**config.mk**
```make
export PLATFORM = sky130hd
export DESIGN_NAME = lcd_spi_arbiter
export DESIGN_NICKNAME = d
export VERILOG_FILES = /design/src/rtl/lcd_spi_arbiter.sv
export SDC_FILE = /design/constraint.sdc
export NUM_CORES = 1
export LEC_CHECK = 0
export ABC_AREA = 1
export ABC_CLOCK_PERIOD_IN_PS = 3900
export CORE_ASPECT_RATIO = 1.1
export CORE_MARGIN = 2
export CORE_UTILIZATION = 65
export CTS_BUF_LIST = sky130_fd_sc_hd__clkbuf_4 sky130_fd_sc_hd__clkbuf_8
export DETAILED_ROUTE_END_ITERATION = 6
export DONT_BUFFER_PORTS = 1
export GPL_TIMING_DRIVEN = 1
export PLACE_DENSITY_LB_ADDON = 0.15
export SYNTH_ARGS = -nofsm -noshare
export SYNTH_HDL_FRONTEND = slang
export SYNTH_SLANG_ARGS = --single-unit
```
**constraint.sdc**
```tcl
create_clock -name clk_in -period 3.9 [get_ports clk_in]
set_input_delay 0.39 -clock clk_in [delete_from_list [all_inputs] [get_ports clk_in]]
set_output_delay 0.39 -clock clk_in [all_outputs]
set_load 0.01 [all_outputs]
```
**src/rtl/lcd_spi_arbiter.sv**
```systemverilog
// Two-requester packet arbiter in front of the 9-bit LCD SPI word writer.
// Optional packet statistics are enabled with `define LCD_ARB_STAT_EN.
module lcd_spi_arbiter #(
  parameter logic [15:0] GAP_CYCLES    = 16'd50,
  parameter int          MAX_CMD_BURST = 4
) (
  input  logic        clk_in,
  input  logic        rst_n_in,
  input  logic        cmd_valid,
  input  logic [8:0]  cmd_data,
  input  logic        cmd_last,
  output logic        cmd_ready,
  input  logic        pix_valid,
  input  logic [8:0]  pix_data,
  input  logic        pix_last,
  output logic        pix_ready,
  output logic        wr_valid,
  output logic [8:0]  wr_data,
  input  logic        wr_ready,
  output logic [1:0]  grant,
  output logic        busy
`ifdef LCD_ARB_STAT_EN
  ,
  input  logic        stat_clr,
  output logic [15:0] cmd_pkt_cnt,
  output logic [15:0] pix_pkt_cnt
`endif
);

  typedef enum logic [1:0] {IDLE, XFER, GAP} state_t;

  localparam logic [1:0] GNT_NONE = 2'b00;
  localparam logic [1:0] GNT_CMD  = 2'b01;
  localparam logic [1:0] GNT_PIX  = 2'b10;
  localparam logic [3:0] BURST_MAX = 4'(MAX_CMD_BURST);

  state_t      state_q, state_d;
  logic [1:0]  grant_q, grant_d;
  logic        last_q;
  logic [15:0] gap_q;
  logic [3:0]  burst_q;

  logic       sel_cmd, sel_valid, sel_last, hs, pick_cmd, pkt_done;
  logic [8:0] sel_data;

  assign sel_cmd   = (grant_q == GNT_CMD);
  assign sel_valid = sel_cmd ? cmd_valid : pix_valid;
  assign sel_data  = sel_cmd ? cmd_data  : pix_data;
  assign sel_last  = sel_cmd ? cmd_last  : pix_last;
  assign hs        = wr_valid & wr_ready;
  assign pkt_done  = hs & sel_last;
  // CMD keeps priority until its burst quota is spent, but never blocks an idle PIX side
  assign pick_cmd  = cmd_valid & ((burst_q < BURST_MAX) | ~pix_valid);
  assign grant     = grant_q;

  always_ff @(posedge clk_in or negedge rst_n_in) begin
    if (!rst_n_in) begin
      state_q <= IDLE;
      grant_q <= GNT_NONE;
    end else begin
      state_q <= state_d;
      grant_q <= grant_d;
    end
  end

  always_comb begin
    state_d = state_q;
    grant_d = grant_q;
    case (state_q)
      IDLE: if (cmd_valid || pix_valid) begin
        state_d = XFER;
        grant_d = pick_cmd ? GNT_CMD : GNT_PIX;
      end
      XFER: if (hs) begin
        if (GAP_CYCLES != 16'd0) state_d = GAP;
        else if (sel_last) begin
          state_d = IDLE;
          grant_d = GNT_NONE;
        end
      end
      GAP: if (gap_q <= 16'd1) begin
        if (last_q) begin
          state_d = IDLE;
          grant_d = GNT_NONE;
        end else state_d = XFER;
      end
      default: begin
        state_d = IDLE;
        grant_d = GNT_NONE;
      end
    endcase
  end

  always_comb begin
    wr_valid  = (state_q == XFER) & sel_valid;
    wr_data   = wr_valid ? sel_data : 9'd0;
    cmd_ready = (state_q == XFER) & sel_cmd & wr_ready;
    pix_ready = (state_q == XFER) & (grant_q == GNT_PIX) & wr_ready;
    busy      = (state_q != IDLE);
  end

  always_ff @(posedge clk_in or negedge rst_n_in) begin
    if (!rst_n_in) begin
      last_q  <= 1'b0;
      gap_q   <= 16'd0;
      burst_q <= 4'd0;
    end else begin
      if (hs) begin
        last_q <= sel_last;
        gap_q  <= GAP_CYCLES;
      end else if (state_q == GAP) begin
        gap_q <= gap_q - 16'd1;
      end
      if (pkt_done) begin
        if (sel_cmd && pix_valid)
          burst_q <= (burst_q >= BURST_MAX) ? BURST_MAX : burst_q + 4'd1;
        else
          burst_q <= 4'd0;
      end
    end
  end

`ifdef LCD_ARB_STAT_EN
  always_ff @(posedge clk_in or negedge rst_n_in) begin
    if (!rst_n_in) begin
      cmd_pkt_cnt <= 16'd0;
      pix_pkt_cnt <= 16'd0;
    end else if (stat_clr) begin
      cmd_pkt_cnt <= 16'd0;
      pix_pkt_cnt <= 16'd0;
    end else if (pkt_done) begin
      if (sel_cmd && cmd_pkt_cnt != 16'hFFFF) cmd_pkt_cnt <= cmd_pkt_cnt + 16'd1;
      if (!sel_cmd && pix_pkt_cnt != 16'hFFFF) pix_pkt_cnt <= pix_pkt_cnt + 16'd1;
    end
  end
`endif

endmodule

```
# Word level (Yosys, flattened, before mapping)
# Index checks and enable logic that the tools add are counted.
word_totals:
  regBits: 25
  input_bits: 25
  output_inout_bits: 15
  wordCells: 54
classes:
  addsub: 2
  n_lt_le_gt_ge: 3
  eq_ne: 8
  muxes: 18
  bitwise_logic: 11
  reduce_logical: 7
ops:
  columns: ["op", "n"]
  rows:
  - ["$mux 16", 2]
  - ["$mux 9", 2]
  - ["$le 16x1->1 const B", 1]
  - ["$sub 16x1->16 const B", 1]
  - ["$mux 2", 7]
  - ["$pmux 2 s3", 2]
  - ["$and 1x1->1", 8]
  - ["$mux 4", 2]
  - ["$ne 2x2->1 const B", 4]
  - ["$add 4x1->4 const B", 1]
  - ["$eq 2x1->1 const B", 2]
  - ["$eq 2x2->1 const B", 2]
  - ["$ge 4x3->1 const B", 1]
  - ["$lt 4x3->1 const B", 1]
  - ["$reduce_and 4->1", 1]
  - ["$reduce_bool 2->1", 2]
  - ["$mux 1", 3]
  - ["$reduce_and 3->1", 1]
  - ["$logic_not 2->1", 1]
  - ["$not 1->1", 2]
  - ["$logic_and 1x1->1", 1]
  - ["$logic_or 1x1->1", 1]
  - ["$or 1x1->1", 1]

# Logic depth before layout (Yosys ltp)
depth:
  depth_word: 6
  depth_mapped: 11
  mapped_depth_nobuf: 11

# Worst setup path after synthesis
# Ideal clock, no wire load.
synth_timing:
  kind: "reg-to-output"
  startpoint: "reg grant_q[1], in the netlist grant[1]"
  endpoint: "out wr_data[0]"
  t_arrival_ns: 1.119
  t_required_ns: 3.510
  setup_slack_ns: 2.391
  stages_incl_launch_ff: 6
  path_buffers: 1
  cell_sequence: "dfrtp_1 -> inv_1 -> nand2_2 -> clkbuf_1 -> nand2_1 -> a21oi_1"
synth_via:
  elab_chain_cells: 4
  elab_cells_between_ends: 5
  classes_between: "1 x eq/ne; 3 x mux; 1 x bitwise"
synth_rtl:
  columns: ["item", "line", "source"]
  rows:
  - ["from (decl)", "38", "logic [1:0] grant_q, grant_d;"]
  - ["from (signal assigned)", "62", "grant_q <= grant_d;"]
  - ["$eq 2x1->1 *", "46", "assign sel_cmd = (grant_q == GNT_CMD);"]
  - ["$mux 1", "47", "assign sel_valid = sel_cmd ? cmd_valid : pix_valid;"]
  - ["$and 1x1->1", "95", "wr_valid = (state_q == XFER) & sel_valid;"]
  - ["$mux 9 *", "96", "wr_data = wr_valid ? sel_data : 9'd0;"]
  - ["to (decl)", "18", "output logic [8:0] wr_data,"]
# Mark *: on every way between the ends. The rest lies on a longest branch, timed or not.

# Worst setup path after layout
layout_timing:
  startpoint: "reg grant_q[1], in the netlist grant[1]"
  endpoint: "out wr_data[3]"
# Same word-level chain as after synthesis.

==> metrics.md <==
| Metric | Value |
|---|---|
| Status | `finished clean` |
| Post-synth EDFFs | `0` |
| DR WL/cell | `12.2 um` |
| Worst skew pair latency | `0.33 ns` |
| Worst reg2reg path depth | `7` |
| Die Span Y | `56.9 um` |
| Setup TNS | `0 ns` |
| IO Count | `40` |
| Max_slew headroom | `about three quarters` |
| Post-DR vias/cell | `between 5 and 6` |
| Top cell type's share of synthesized area | `a little under two fifths` |
| Fmax | `467 MHz` |
| Initial DRC Count | `40` |
| Fin crit share | `54.9%` |
| CTS buffer count | `3` |
| Worst slack at placement | `2.14 ns` |
| Die area | `between 2000 and 3000 um2` |
| DRT Wirelength | `3340 um` |
| Pleak | `a little over 0.0009 uW` |
| Avg Inst Size Synth | `about 6.9 um2` |
| DP HPWL | `2500 um` |
| CTS tree | `done` |
| Peak supply drop | `approximately 0.00021 V` |
| Hold path depth | `3` |
| Synth area leaders | `dfrtp_1, nand2_1, inv_1, nor2_1, a21oi_1` |
| Yosys reg bits | `25` |
| CP Data Required Time | `between 3 and 4 ns` |
| First-pass GRT wire length | `between 5000 and 6000 um` |
| Post-Syn Area | `1650 um2` |
| Grt ovf | `0` |
| Largest family of logic cells by synthesized area | `simple AND/OR/NAND/NOR gates` |
| Die X-Extent | `52.1 um` |
| Clock Sinks | `25` |
| Pin count of the biggest net entering global routing | `26` |
| DRC | `0` |
| RSZ-0062 raised after global routing | `no` |
| Total track usage | `between 20% and 30%` |
| Worst-path fanout max | `14` |
| Post-synthesis mux area share | `0%` |
| Final setup fails | `0` |
| Post-Route Utilization | `a little over two thirds` |
| Num rows | `19` |
| Clk buf depth | `2` |
| Vias in the first global route | `approximately 1400` |
| Synth async-reset ratio | `100%` |
| Antenna cells | `0` |
| CP endpoint kind | `output port` |
| Hold Vio Cnt, Final | `0` |
| Dominant cell type by area after synthesis | `dfrtp_1` |
| Final clock skew | `0.0174 ns` |
| Mapped Nets | `about 270` |
| Maxcap violations | `0` |
| Tmin final | `about 2.1 ns` |
| Post-synthesis adder-cell area fraction | `2.27%` |
| XOR/XNOR share of the synthesized area | `between 2 and 3%` |
| Clock transition at path regs | `0.15 ns` |
| CTS root buf | `clkbuf_4` |
| Placed Cells | `about 270` |
| Seq/Total Area, Yosys | `around 38%` |
| Compound-Gate Fraction of Synth Area | `around 8.5%` |
| Worst-margin pin slew | `about 0.4 ns` |
| Number of nets with antenna violations after routing | `0` |
| Crit Path Class | `flip-flop to output port` |
| Nets | `roughly 270` |
| Crit path DAT | `about 1.8 ns` |
| Area Growth Syn to Fin | `4.62%` |
| Final RePlAce weighted congestion | `a little under 0.9` |
| Synth Area in Simple Gates | `39.6%` |
| Max H-tree Level | `1` |
| Final worst setup slack | `1.76 ns` |
| Via Count | `about 1500` |
| Hold Crit Class | `primary input to flip-flop` |
| Initial antenna violation count | `0` |
| Core area | `approximately 2400 um2` |
| Synth Warn # | `0` |
| PwrDens | `about 230 nW/um2` |
| Power Total | `between 300 and 400 uW` |
| Initial core utilization | `67.5%` |
| Max-slew violations | `0` |
| Cell count after synthesis | `240` |
| Predominant post-synthesis flop cell | `dfrtp_1` |
| Startpoint types | `flip-flop` |
| Port bufs | `0` |
| Layout Cells excl Fill | `274` |
| Yosys cell types | `28` |
| Share of cells above drive strength 1 | `10.7%` |
| First-pass iteration count of the detailed router | `4` |
==> repair_timing <==
action                                  in CTS  in global routing
endpoints found under the setup margin       0                  0
endpoints found under the hold margin       25                  0
resized for setup                            0                  0
hold buffers                                 2                  0
setup buffers                                0                  0
==> routing by layer <==
metal	up-vias	share of wire, %	routed length (um)	track usage [%]
li1	755	-	-	-
met1	666	44	1470	31.9
met2	47	47	1580	41.4
met3	6	7.4	248	4.52
met4	0	0.93	31	7.14
met5	-	0	0	0
==> cell type report <==
| type | count | area, um2 |
|---|---|---|
| clock buffer | 3 | 22.5 |
| clock inverter | 1 | 5.00 |
| fill | 207 | 719 |
| inverter | 35 | 131 |
| multi-input combinational | 177 | 876 |
| sequential | 25 | 626 |
| tap | 31 | 38.8 |
| timing repair buffer | 2 | 30.0 |
==> cells by family after synthesis <==
family                   count (synthesis)
buffers and inverters                   38
adder cells (fa/ha/maj)                  3
AND/OR/NAND/NOR                        143
XOR/XNOR                                 5
flip-flops                              25
AO/OA/AOI/OAI                           26
==> cells in the final DEF, fill, tap and decap left out, drive strengths merged <==
cell type,netlist,layout
nand3b,1,1
dlygate4sd3,0,1
inv,34,34
clkbuf,1,3
nor2,38,38
clkinv,1,2
nor3,4,4
a21oi,16,16
nand4,7,7
nand3,10,10
dfrtp,25,25
xnor2,1,1
buf,2,1
nand2,82,82
xor2,4,4
and3,1,1
o21ai,9,9
ha,3,3
o211ai,1,1
==> synthesized netlist by cell type (3+ instances only) <==
cell	count
inv_2	4
a21oi_1	15
inv_1	30
nor3_1	4
nor2_1	30
nand4_1	7
dfrtp_1	25
nor2_2	3
ha_1	3
nand2_2	6
o21ai_0	7
nor2_4	4
nand3_1	10
nand2_1	75
xor2_1	4
==> power by group <==
part	leakage (uW)	internal, uW	switching, uW	total [uW]
clock	0.0000177	38.4	78.9	117
combinational	0.000579	5.26	9.16	14.4
sequential	0.000309	259	0	259
==> critical path, cell delays in order (launching register included) <==
cell and delay [ns]:
dfrtp_1 0.44, inv_1 0.10, nand2_2 0.20, nand2_1 0.10
nand2_2 0.09, nand2_1 0.19, a21oi_1 0.30
==> final timing paths <==
kind                            start  slack, ns          to
setup / recovery             grant[1]       1.76  wr_data[3]
hold / removal              pix_valid       0.24    grant[0]
setup reg to reg             grant[1]       2.32    gap_q[6]
hold reg to reg            burst_q[3]       0.49  burst_q[3]
max in group asynchronous    rst_n_in       3.26      last_q
min in group asynchronous    rst_n_in       0.47    gap_q[7]
==> state kept, by name (all words and copies together), names as in the netlist <==
signal   cells
burst_q      4
gap_q       16
grant        2
last_q       1
state_q      2
==> metrics by stage <==
step	hold slack, ns	instance area, um2
finish	0.240	1730
global placement	0.0949	1670
global route	0.266	1730
CTS	0.233	1730
detailed placement	0.0949	1670
floorplan	0.0944	1650
(Power assumes the default switching activity.)
